==> config.mk <==
export PLATFORM = sky130hd
export DESIGN_NAME = lc3b_mem_arbiter
export DESIGN_NICKNAME = d
export VERILOG_FILES = /design/src/rtl/lc3b_mem_arbiter.sv
export SDC_FILE = /design/constraint.sdc
export NUM_CORES = 1
export LEC_CHECK = 0
export CAP_MARGIN = 20
export CORE_MARGIN = 2
export CORE_UTILIZATION = 35
export DETAILED_ROUTE_END_ITERATION = 7
export PLACE_DENSITY = 0.81
export SETUP_SLACK_MARGIN = 0.02
export SLEW_MARGIN = 0
export SYNTH_ARGS = -nofsm -noshare
export SYNTH_HDL_FRONTEND = slang
export SYNTH_SLANG_ARGS = --single-unit
==> constraint.sdc <==
create_clock -name clk -period 4.6 [get_ports clk]
set_clock_uncertainty 0.15 [all_clocks]
set_input_delay 0.92 -clock clk [delete_from_list [all_inputs] [get_ports clk]]
set_output_delay 0.92 -clock clk [all_outputs]
set_load 0.005 [all_outputs]
==> src/rtl/lc3b_mem_arbiter.sv <==
// Shares one single-port 16-bit memory between the fetch (icache) and MEM-stage (dcache)
// requesters; dcache has priority, with a starvation limit that forces an icache grant.
module lc3b_mem_arbiter #(
   parameter int STARVE_MAX = 4
) (
   input  logic        clk,
   input  logic        rst,
   input  logic        icache_en,
   input  logic [15:0] icache_addr,
   output logic        icache_r,
   output logic [15:0] icache_dout,
   input  logic        dcache_en,
   input  logic [1:0]  dcache_we,
   input  logic [15:0] dcache_addr,
   input  logic [15:0] dcache_din,
   output logic        dcache_r,
   output logic [15:0] dcache_dout,
   output logic        mem_en,
   output logic [1:0]  mem_we,
   output logic [15:0] mem_addr,
   output logic [15:0] mem_din,
   input  logic        mem_r,
   input  logic [15:0] mem_dout,
   output logic        arb_busy,
   output logic [1:0]  arb_grant
);

   localparam logic [1:0] IDLE   = 2'd0;
   localparam logic [1:0] I_BUSY = 2'd1;
   localparam logic [1:0] D_BUSY = 2'd2;
   localparam logic [3:0] STARVE_LIM = 4'(STARVE_MAX);

   logic [1:0]  state_q, state_d;
   logic [3:0]  starve_cnt_q, starve_cnt_d;
   logic [1:0]  mem_we_q, mem_we_d;
   logic [15:0] mem_addr_q, mem_addr_d;
   logic [15:0] mem_din_q, mem_din_d;
   logic        grant_d, grant_i;

   // Valid/ready: each requester holds en (and its command) until it sees a one-cycle r;
   // the command is latched at grant so later input changes never reach the memory port.
   always_comb begin
      state_d      = state_q;
      starve_cnt_d = starve_cnt_q;
      mem_we_d     = mem_we_q;
      mem_addr_d   = mem_addr_q;
      mem_din_d    = mem_din_q;
      grant_d      = 1'b0;
      grant_i      = 1'b0;
      case (state_q)
         IDLE: begin
            grant_d = dcache_en && !(icache_en && (starve_cnt_q == STARVE_LIM));
            grant_i = icache_en && !grant_d;
            if (grant_d) begin
               state_d    = D_BUSY;
               mem_we_d   = dcache_we;
               mem_addr_d = dcache_addr;
               mem_din_d  = dcache_din;
            end else if (grant_i) begin
               state_d    = I_BUSY;
               mem_we_d   = 2'b00;
               mem_addr_d = icache_addr;
               mem_din_d  = 16'h0000;
            end
            // Only a dcache grant that makes a waiting icache wait longer counts toward starvation.
            if (grant_d && icache_en) begin
               starve_cnt_d = (starve_cnt_q == STARVE_LIM) ? starve_cnt_q : starve_cnt_q + 4'd1;
            end else begin
               starve_cnt_d = 4'd0;
            end
         end
         I_BUSY, D_BUSY: begin
            if (mem_r) state_d = IDLE;
         end
         default: state_d = IDLE;
      endcase
   end

   always_ff @(posedge clk or posedge rst) begin
      if (rst) begin
         state_q      <= IDLE;
         starve_cnt_q <= 4'd0;
         mem_we_q     <= 2'b00;
         mem_addr_q   <= 16'h0000;
         mem_din_q    <= 16'h0000;
      end else begin
         state_q      <= state_d;
         starve_cnt_q <= starve_cnt_d;
         mem_we_q     <= mem_we_d;
         mem_addr_q   <= mem_addr_d;
         mem_din_q    <= mem_din_d;
      end
   end

   assign mem_en      = (state_q != IDLE);
   assign mem_we      = mem_we_q;
   assign mem_addr    = mem_addr_q;
   assign mem_din     = mem_din_q;
   assign arb_busy    = (state_q != IDLE);
   assign arb_grant   = {state_q == D_BUSY, state_q == I_BUSY};
   // A fetch dropped mid-transaction (redirect) still completes at the memory but gets no r.
   assign icache_r    = (state_q == I_BUSY) && mem_r && icache_en;
   assign dcache_r    = (state_q == D_BUSY) && mem_r;
   assign icache_dout = mem_dout;
   assign dcache_dout = mem_dout;

endmodule

Word-level counts from Yosys, hierarchy flattened

Index checks and enable logic that the tools add are counted.

Add/sub/neg operators: 1
Multipliers: 0
Div/mod/pow operators: 0
Order comparisons: 0
Equality and inequality tests: 6
Shifts and indexed selects: 0
Multiplexer cells: 12
Bitwise operators: 0
Reduce and logical (&&, ||, !) cells: 16

Operators by type and width:

| cell                  | count |
|---|---|
| $mux W16              | 4 |
| $mux W2               | 5 |
| $mux W4               | 2 |
| $logic_and A1 B1 Y1   | 7 |
| $reduce_and A2 Y1     | 3 |
| $add A4 B1 Y4 const B | 1 |
| $eq A4 B3 Y1 const B  | 1 |
| $ne A2 B2 Y1 const B  | 2 |
| $pmux W2 S2           | 1 |
| $reduce_bool A2 Y1    | 2 |
| $ne A3 B3 Y1 const B  | 1 |
| $eq A2 B1 Y1 const B  | 1 |
| $eq A2 B2 Y1 const B  | 1 |
| $logic_not A1 Y1      | 2 |
| $logic_not A2 Y1      | 1 |
| $reduce_or A2 Y1      | 1 |

Register bits after elaboration: 40
Latch bits: 0
RAM bits: 0
ROM bits: 0
Input bits: 71
Output and inout port bits: 72
Logic and storage cells: 40
Memories kept: 0

Logic depth before layout (Yosys ltp)

Gate-level depths: netlist of the first run.

Depth after elaboration: 9
Mapped depth: 7
Depth with buffers taken out: 5

Worst setup path before layout of the first run

Ideal clock, no wire load.

Path type: input -> output
Start: input mem_r
End: output icache_r
Arrival: 1.072 ns
Required time: 3.530 ns
Setup slack: 2.458 ns
Stages: 1
Path buffers: 0
Cell sequence: and3_1

Longest elaborated chain between the ends: 2

Ends and longest elaborated chain:

| what                             | RTL line | RTL |
|---|---|---|
| start: declaration               | 22       | `input logic mem_r,` |
| $logic_and A1 B1 Y1 (2 in a row) | 102      | `assign icache_r = (state_q == I_BUSY) && mem_r && icache_en;` |
| end: declaration                 | 10       | `output logic icache_r,` |

Every way passes these cells.

Worst setup path after layout of the first run

Start: input icache_en
End: output icache_r

Longest elaborated chain between the ends: 1

Ends and longest elaborated chain:

| what                | RTL line | RTL |
|---|---|---|
| start: declaration  | 8        | `input logic icache_en,` |
| $logic_and A1 B1 Y1 | 102      |  |

Every way passes these cells.

==> run_summary.xml, run 1 <==
<?xml version="1.0" encoding="UTF-8"?>
<metrics>
  <group name="setup_path">
    <metric name="critical_path_required" unit="ps">3530</metric>
    <metric name="worst_r2r_endpoint" unit="">mem_addr[7]$_DFFE_PP0P_</metric>
    <metric name="critical_path.endpoint_type" unit="">primary output</metric>
    <metric name="critPathMaxFanout" unit="">5</metric>
    <metric name="worst-setup-path-type" unit="">in2out</metric>
    <metric name="critPathArrivalTime" unit="ps">2130</metric>
    <metric name="start_kind" unit="">input pin</metric>
    <metric name="reg2reg_slack" unit="ps">2470</metric>
    <metric name="r2r_start" unit="">starve_cnt_q[0]$_DFFE_PP0P_</metric>
    <metric name="worst_r2r_path_depth" unit="">6</metric>
  </group>
  <group name="yosys">
    <metric name="synth_top_cell_by_area" unit="">sky130_fd_sc_hd__dfrtp_1</metric>
    <metric name="synthesis_warning_total" unit="">0</metric>
    <metric name="synth_top_area_share" unit="%">50.16</metric>
    <metric name="ys_seq_area_share" unit="%">50.16</metric>
    <metric name="most_frequent_cells_after_synthesis" unit="">40 x sky130_fd_sc_hd__dfrtp_1, 34 x sky130_fd_sc_hd__buf_4, 20 x sky130_fd_sc_hd__a22o_1</metric>
    <metric name="synth_enable_flop_cells" unit="">0</metric>
    <metric name="syn_area_per_cell" unit="µm²">12.02</metric>
    <metric name="ranking_of_synthesized_cells_by_area" unit="">sky130_fd_sc_hd__dfrtp_1 50%, sky130_fd_sc_hd__buf_4 13%, sky130_fd_sc_hd__a22o_1 8.8%, sky130_fd_sc_hd__a221o_1 8.0%, sky130_fd_sc_hd__and2_1 5.3%</metric>
    <metric name="post-synth-top-count-cell" unit="">sky130_fd_sc_hd__dfrtp_1</metric>
    <metric name="synth_flop_cell" unit="">sky130_fd_sc_hd__dfrtp_1</metric>
    <metric name="synth_fp_nets" unit="">243</metric>
    <metric name="netlist-cell-type-count" unit="">24</metric>
    <metric name="total_of_flip_flops_plus_latches_after_synthesis" unit="">40</metric>
    <metric name="ffs_w_async_s_r_synth" unit="%">100.0</metric>
    <metric name="mappedNetlistArea" unit="µm²">1996</metric>
    <metric name="synth_cells" unit="">166</metric>
  </group>
  <group name="die">
    <metric name="floorplan.core_area" unit="µm²">5507</metric>
    <metric name="die_height" unit="µm">79.51</metric>
    <metric name="die-area" unit="µm²">6322</metric>
    <metric name="initial_util" unit="%">36.24</metric>
    <metric name="rows" unit="">27</metric>
    <metric name="io_pins" unit="">143</metric>
    <metric name="die_w" unit="µm">79.51</metric>
  </group>
  <group name="final_layout">
    <metric name="fin_nets" unit="">307</metric>
    <metric name="post-route-cell-area" unit="µm²">2843</metric>
    <metric name="num-fill-cells" unit="">493</metric>
    <metric name="utilization" unit="%">51.62</metric>
    <metric name="post_route_cells_drive_above_1_share" unit="%">6.087</metric>
    <metric name="antenna_cells_inserted" unit="">0</metric>
    <metric name="area_delta_synth_final" unit="%">42.45</metric>
  </group>
  <group name="clock_tree">
    <metric name="clock_tree.root_cell" unit="">sky130_fd_sc_hd__clkbuf_8</metric>
    <metric name="cts.sinks" unit="">40</metric>
    <metric name="post_cts_resized" unit="">0</metric>
    <metric name="tritoncts" unit="">yes</metric>
    <metric name="cts_setup_buffers" unit="">0</metric>
    <metric name="cts.path.max_buffers" unit="">2</metric>
    <metric name="cts_made_buffers" unit="">5</metric>
    <metric name="path_clk_slew" unit="ps">70</metric>
    <metric name="clk_latency" unit="ps">280</metric>
    <metric name="hold_buffers" unit="">0</metric>
    <metric name="cts_htree_levels" unit="">2</metric>
  </group>
  <group name="grt">
    <metric name="grt_antenna_before_repair" unit="">0</metric>
    <metric name="globalRoute.totalOverflow" unit="">0</metric>
    <metric name="maximum_number_of_pins_on_one_net_before_global_route_repair" unit="">41</metric>
    <metric name="first_global_vias" unit="">1486</metric>
    <metric name="track_usage" unit="%">14.17</metric>
    <metric name="wire_length_of_the_first_global_routing_pass" unit="µm">7010</metric>
  </group>
  <group name="detailed_routing">
    <metric name="route.detailed.vias_per_inst" unit="">4.772</metric>
    <metric name="routed_length_per_instance" unit="µm">14.31</metric>
    <metric name="drtAntennaViolNets" unit="">0</metric>
    <metric name="drcViolationCount" unit="">0</metric>
    <metric name="via_count" unit="">1441</metric>
    <metric name="drtIter0Drc" unit="">63</metric>
    <metric name="drt-pass1-iter-count" unit="">4</metric>
    <metric name="wl" unit="µm">4321</metric>
  </group>
  <group name="power">
    <metric name="power_report.internal_total" unit="mW">1.153</metric>
    <metric name="power.sequential.fraction" unit="%">36.3</metric>
    <metric name="totalPowerFinal" unit="mW">1.668</metric>
    <metric name="sw_frac_of_total" unit="%">30.88</metric>
    <metric name="combinational_power_share" unit="%">50.9</metric>
    <metric name="power.clock.fraction" unit="%">12.8</metric>
    <metric name="power.switching" unit="mW">0.5151</metric>
    <metric name="power-per-cell-area" unit="nW/µm²">586.7</metric>
    <metric name="cellLeakagePower" unit="nW">1.248</metric>
    <metric name="worst_ir_drop_vdd" unit="V">0.0002469</metric>
  </group>
  <group name="min_path">
    <metric name="timing.hold.worst_path_depth" unit="">1</metric>
    <metric name="hold_start" unit="">mem_din[9]$_DFFE_PP0P_</metric>
    <metric name="hold_path_class" unit="">reg2reg</metric>
    <metric name="hold_path_end" unit="">mem_din[9]$_DFFE_PP0P_</metric>
  </group>
  <group name="timing">
    <metric name="worst_pin_slew" unit="ps">616.6</metric>
    <metric name="timing.final.max_slew_violations" unit="">0</metric>
    <metric name="final_hold_violation_count" unit="">0</metric>
    <metric name="finalCriticalPeriod" unit="ps">3197</metric>
    <metric name="final.period_utilization" unit="%">69.51</metric>
    <metric name="rsz0062_at_grt" unit="">false</metric>
    <metric name="slew_headroom" unit="%">58.89</metric>
    <metric name="fin_setup_tns" unit="ps">0</metric>
    <metric name="clock.fmax" unit="MHz">312.8</metric>
    <metric name="finalSetupViolCount" unit="">0</metric>
  </group>
  <group name="placed_design">
    <metric name="dp.final_hpwl" unit="µm">3109</metric>
    <metric name="port-buffer-count" unit="">94</metric>
    <metric name="post_dp_cell_area" unit="µm²">2733</metric>
    <metric name="gpl.final_weighted_congestion" unit="">0.7059</metric>
  </group>
  <group name="job">
    <metric name="drv_cap" unit="">0</metric>
  </group>
  <group name="status">
    <metric name="run_status" unit="">finished clean</metric>
  </group>
</metrics>
registers in the layout, indices dropped and copies added (netlist names):
register	count
state_q	2
mem_din	16
starve_cnt_q	4
mem_addr	16
mem_we	2
cell type report:
class	instances	area (µm²)	area share, %
flip-flops and latches	40	1001	35.21
inverters	8	30.03	1.056
clock buffers	5	68.82	2.421
clock inverters	2	12.51	0.4401
multi-input cells	77	655.6	23.06
repair buffers	98	984.7	34.64
well taps	72	90.09	3.169
cell usage in the layout, fill, tap and decap left out, types with 2 or more instances in the layout:
master / synthesis / routed
sky130_fd_sc_hd__a221o_1: 16 / 16
sky130_fd_sc_hd__a22o_1: 20 / 20
sky130_fd_sc_hd__and2_1: 17 / 17
sky130_fd_sc_hd__buf_4: 34 / 2
sky130_fd_sc_hd__clkbuf_8: 0 / 6
sky130_fd_sc_hd__clkdlybuf4s50_1: 0 / 94
sky130_fd_sc_hd__dfrtp_1: 40 / 40
sky130_fd_sc_hd__ha_1: 6 / 6
sky130_fd_sc_hd__inv_1: 8 / 8
sky130_fd_sc_hd__nor2_1: 4 / 4
sky130_fd_sc_hd__xor2_1: 2 / 2
power by group through the flow:
stage	combinational (mW)	sequential, mW	clock, mW
after floorplan	0.422	0.614	0
final	0.849	0.605	0.214
after CTS	0.847	0.607	0.226
after global placement	0.823	0.607	0
after global routing	0.929	0.625	0.245
after detailed placement	0.846	0.607	0
worst max-delay path, stage by stage:
cell and delay, ps:
sky130_fd_sc_hd__clkdlybuf4s50_1 550, sky130_fd_sc_hd__and3_1 170, sky130_fd_sc_hd__clkdlybuf4s50_1 490
through the flow:
stage          std cells  setup WS [ps]  hold slack (ps)
2_1_floorplan        166           2458            341.4
3_3_place_gp         293           1405            339.2
3_5_place_dp         293           1396            341.9
4_1_cts              300           1396            362.0
5_1_grt              302           1348            377.7
6_report             302           1403            353.7
how the worst max path moves through the flow:
stage               from        to  slack [ps]  depth (start not counted)
2_1_floorplan      mem_r  icache_r        2460                          1
3_3_place_gp   icache_en  icache_r        1400                          3
3_5_place_dp   icache_en  icache_r        1400                          3
4_1_cts        icache_en  icache_r        1400                          3
5_1_grt        icache_en  icache_r        1350                          3
6_report       icache_en  icache_r        1400                          3
routing by layer:
metal | global-route usage (%) | part of all wire, %
met5 | 0 | 0
met4 | 5.000 | 1.2
met3 | 5.656 | 8.7
met2 | 23.19 | 50
met1 | 16.81 | 40
cells by family (layout without fill, tap and decap cells):
family          after synthesis  in the layout  synth area share [%]
flops                        40             40                 50.16
fa+ha+maj                     6              6                 3.762
compound gates               41             41                 18.87
mux                           1              1                0.5016
simple gates                 26             26                 8.213
buf+inv                      49            113                 17.18
xor+xnor                      3              3                 1.317
(Power assumes the default switching activity.)
==> run 2: changes to the inputs <==
- clock period: 4.6 -> 2.95 ns (I/O delays scaled with it)
==> run 2 against run 1 <==
  * Die area is the same
  * Power grew 62%
  * Sequential cell count unchanged
  * Clock power is 100% higher
  * Non-clock buffer count did not move
  * Cell count up 0.33%
  * Via count up 1.2%
  * Combinational power rose by 54%
  * Critical path type unchanged
  * Critical endpoint unchanged
  * Largest power group unchanged
==> run_summary.xml, run 2 (synthesis results as in run 1) <==
<?xml version="1.0" encoding="UTF-8"?>
<metrics>
  <group name="placed_design">
    <metric name="gpl.final_weighted_congestion" unit="">0.7215</metric>
    <metric name="post_dp_cell_area" unit="µm²">2748</metric>
    <metric name="port-buffer-count" unit="">94</metric>
    <metric name="dp.final_hpwl" unit="µm">3205</metric>
    <metric name="pre_cts_ws" unit="ps">367.3</metric>
  </group>
  <group name="final_layout">
    <metric name="leading_cell_type_in_the_layout_fill_and_taps_excluded" unit="">sky130_fd_sc_hd__clkdlybuf4s50_1</metric>
    <metric name="fin_nets" unit="">307</metric>
    <metric name="area_delta_synth_final" unit="%">43.26</metric>
    <metric name="antenna_cells_inserted" unit="">0</metric>
    <metric name="post-route-cell-area" unit="µm²">2859</metric>
    <metric name="post_route_cells_drive_above_1_share" unit="%">6.494</metric>
    <metric name="num-fill-cells" unit="">512</metric>
    <metric name="final_cell_mix" unit="">94 x sky130_fd_sc_hd__clkdlybuf4s50_1, 40 x sky130_fd_sc_hd__dfrtp_1, 20 x sky130_fd_sc_hd__a22o_1</metric>
  </group>
  <group name="timing">
    <metric name="final.period_utilization" unit="%">86.23</metric>
    <metric name="clock.fmax" unit="MHz">393.1</metric>
    <metric name="postLayoutSetupSlackWorst" unit="ps">406.4</metric>
    <metric name="rsz0062_at_grt" unit="">false</metric>
    <metric name="holdWs" unit="ps">355.9</metric>
    <metric name="finalSetupViolCount" unit="">0</metric>
    <metric name="slew_headroom" unit="%">64.82</metric>
    <metric name="final_hold_violation_count" unit="">0</metric>
    <metric name="worst_pin_slew" unit="ps">527.6</metric>
    <metric name="finalCriticalPeriod" unit="ps">2544</metric>
    <metric name="fin_setup_tns" unit="ps">0</metric>
    <metric name="timing.final.max_slew_violations" unit="">0</metric>
  </group>
  <group name="die">
    <metric name="die_height" unit="µm">79.51</metric>
    <metric name="io_pins" unit="">143</metric>
    <metric name="die_w" unit="µm">79.51</metric>
    <metric name="floorplan.core_area" unit="µm²">5507</metric>
    <metric name="initial_util" unit="%">36.24</metric>
    <metric name="die-area" unit="µm²">6322</metric>
    <metric name="rows" unit="">27</metric>
  </group>
  <group name="status">
    <metric name="run_status" unit="">finished clean</metric>
  </group>
  <group name="setup_path">
    <metric name="crit_family" unit="">buffers and inverters</metric>
    <metric name="crit_chain" unit="">clkdlybuf4s50_1 -&gt; and3_1 -&gt; clkdlybuf4s50_1</metric>
    <metric name="critical_path_required" unit="ps">2210</metric>
    <metric name="cpMaxStageDelayCell" unit="">sky130_fd_sc_hd__clkdlybuf4s50_1</metric>
    <metric name="critPathArrivalTime" unit="ps">1800</metric>
    <metric name="cp_num_buf_inv" unit="">2</metric>
    <metric name="timing.critical_path.slowest_cell_delay" unit="ps">540</metric>
    <metric name="start_kind" unit="">input pin</metric>
    <metric name="critPathMaxFanout" unit="">5</metric>
    <metric name="worst-setup-path-type" unit="">in2out</metric>
    <metric name="critical-path-top-cell-by-count" unit="">sky130_fd_sc_hd__clkdlybuf4s50_1</metric>
    <metric name="critical_path.endpoint_type" unit="">primary output</metric>
  </group>
  <group name="power">
    <metric name="power.clock.fraction" unit="%">16.0</metric>
    <metric name="power-per-cell-area" unit="nW/µm²">943.2</metric>
    <metric name="cellLeakagePower" unit="nW">1.259</metric>
    <metric name="power.switching" unit="mW">0.8191</metric>
    <metric name="combinational_power_share" unit="%">48.6</metric>
    <metric name="power.sequential.fraction" unit="%">35.4</metric>
    <metric name="sw_frac_of_total" unit="%">30.37</metric>
    <metric name="power_report.internal_total" unit="mW">1.878</metric>
    <metric name="worst_ir_drop_vdd" unit="V">0.0004230</metric>
  </group>
  <group name="detailed_routing">
    <metric name="via_count" unit="">1459</metric>
    <metric name="wl" unit="µm">4378</metric>
    <metric name="drtIter0Drc" unit="">73</metric>
    <metric name="drcViolationCount" unit="">0</metric>
    <metric name="routed_length_per_instance" unit="µm">14.45</metric>
    <metric name="drtAntennaViolNets" unit="">0</metric>
    <metric name="drt-pass1-iter-count" unit="">2</metric>
    <metric name="route.detailed.vias_per_inst" unit="">4.815</metric>
  </group>
  <group name="grt">
    <metric name="track_usage" unit="%">14.51</metric>
    <metric name="first_global_vias" unit="">1562</metric>
    <metric name="maximum_number_of_pins_on_one_net_before_global_route_repair" unit="">41</metric>
    <metric name="globalRoute.totalOverflow" unit="">0</metric>
    <metric name="grt_antenna_before_repair" unit="">0</metric>
    <metric name="wire_length_of_the_first_global_routing_pass" unit="µm">7176</metric>
  </group>
  <group name="clock_tree">
    <metric name="path_clk_slew" unit="ps">80</metric>
    <metric name="cts.sinks" unit="">40</metric>
    <metric name="cts.path.max_buffers" unit="">2</metric>
    <metric name="cts_htree_levels" unit="">2</metric>
    <metric name="hold_buffers" unit="">0</metric>
    <metric name="tritoncts" unit="">yes</metric>
    <metric name="cts_made_buffers" unit="">5</metric>
    <metric name="post_cts_resized" unit="">0</metric>
    <metric name="cts_setup_buffers" unit="">0</metric>
    <metric name="clk_latency" unit="ps">280</metric>
    <metric name="clock_tree.root_cell" unit="">sky130_fd_sc_hd__clkbuf_8</metric>
  </group>
  <group name="job">
    <metric name="drv_cap" unit="">0</metric>
  </group>
  <group name="min_path">
    <metric name="hold_path_class" unit="">reg2reg</metric>
  </group>
</metrics>
run 2: cell types whose count changed in the layout (fill, tap and decap cells not counted):
cell	delta
sky130_fd_sc_hd__buf_4	+2
sky130_fd_sc_hd__clkbuf_8	-1
sky130_fd_sc_hd__buf_8	-1
sky130_fd_sc_hd__bufinv_16	+1
run 2: worst reg2reg max path, cell delays in order, from the launching register on:
cell and delay (ps):
sky130_fd_sc_hd__dfrtp_1 430, sky130_fd_sc_hd__inv_1 80, sky130_fd_sc_hd__ha_1 190, sky130_fd_sc_hd__nand3b_4 100, sky130_fd_sc_hd__o211a_1 380, sky130_fd_sc_hd__buf_4 290, sky130_fd_sc_hd__a221o_1 380
run 2: worst paths after layout:
check                                             from                       to  slack [ps]  depth (start not counted)
setup / recovery                             icache_en                 icache_r         410                          3
hold / removal                 mem_din[15]$_DFFE_PP0P_  mem_din[15]$_DFFE_PP0P_         360                          1
setup reg to reg           starve_cnt_q[0]$_DFFE_PP0P_  mem_addr[7]$_DFFE_PP0P_         840                          6
hold reg to reg                mem_din[15]$_DFFE_PP0P_  mem_din[15]$_DFFE_PP0P_         360                          1
max in group asynchronous                          rst  mem_addr[7]$_DFFE_PP0P_        1720                          3
min in group asynchronous                          rst  mem_addr[4]$_DFFE_PP0P_         590                          3
run 2: power groups by stage:
| stage | Sequential, mW | Combinational (mW) | Clock (mW) |
|---|---|---|---|
| after global routing | 0.989 | 1.44 | 0.473 |
| after global placement | 0.959 | 1.28 | 0 |
| after CTS | 0.955 | 1.33 | 0.447 |
| after detailed placement | 0.957 | 1.33 | 0 |
| final | 0.954 | 1.31 | 0.432 |
| after floorplan | 0.958 | 0.658 | 0 |
run 2: final cells by class:
cell class | count | area (µm²) | share of cell area (%)
clock inverter | 3 | 42.54 | 1.488
sequential | 40 | 1001 | 35.01
inverter | 8 | 30.03 | 1.050
clock buffer | 5 | 68.82 | 2.407
timing repair buffer | 98 | 970.9 | 33.96
tap | 72 | 90.09 | 3.151
multi-input combinational | 77 | 655.6 | 22.93
run 2: through the flow:
step / utilization, % / std cells / power, mW
final: 51.92 / 303 / 2.697
after global routing: 51.92 / 303 / 2.903
after CTS: 51.92 / 303 / 2.737
after detailed placement: 49.90 / 295 / 2.286
after global placement: 49.90 / 295 / 2.239
after floorplan: - / 166 / 1.616
run 2: routing by layer:
layer  part of all wire (%)  track usage, %
met3                    7.3           4.299
met5                      0               0
met1                     41           17.24
met4                   0.89           5.000
met2                     51           24.87
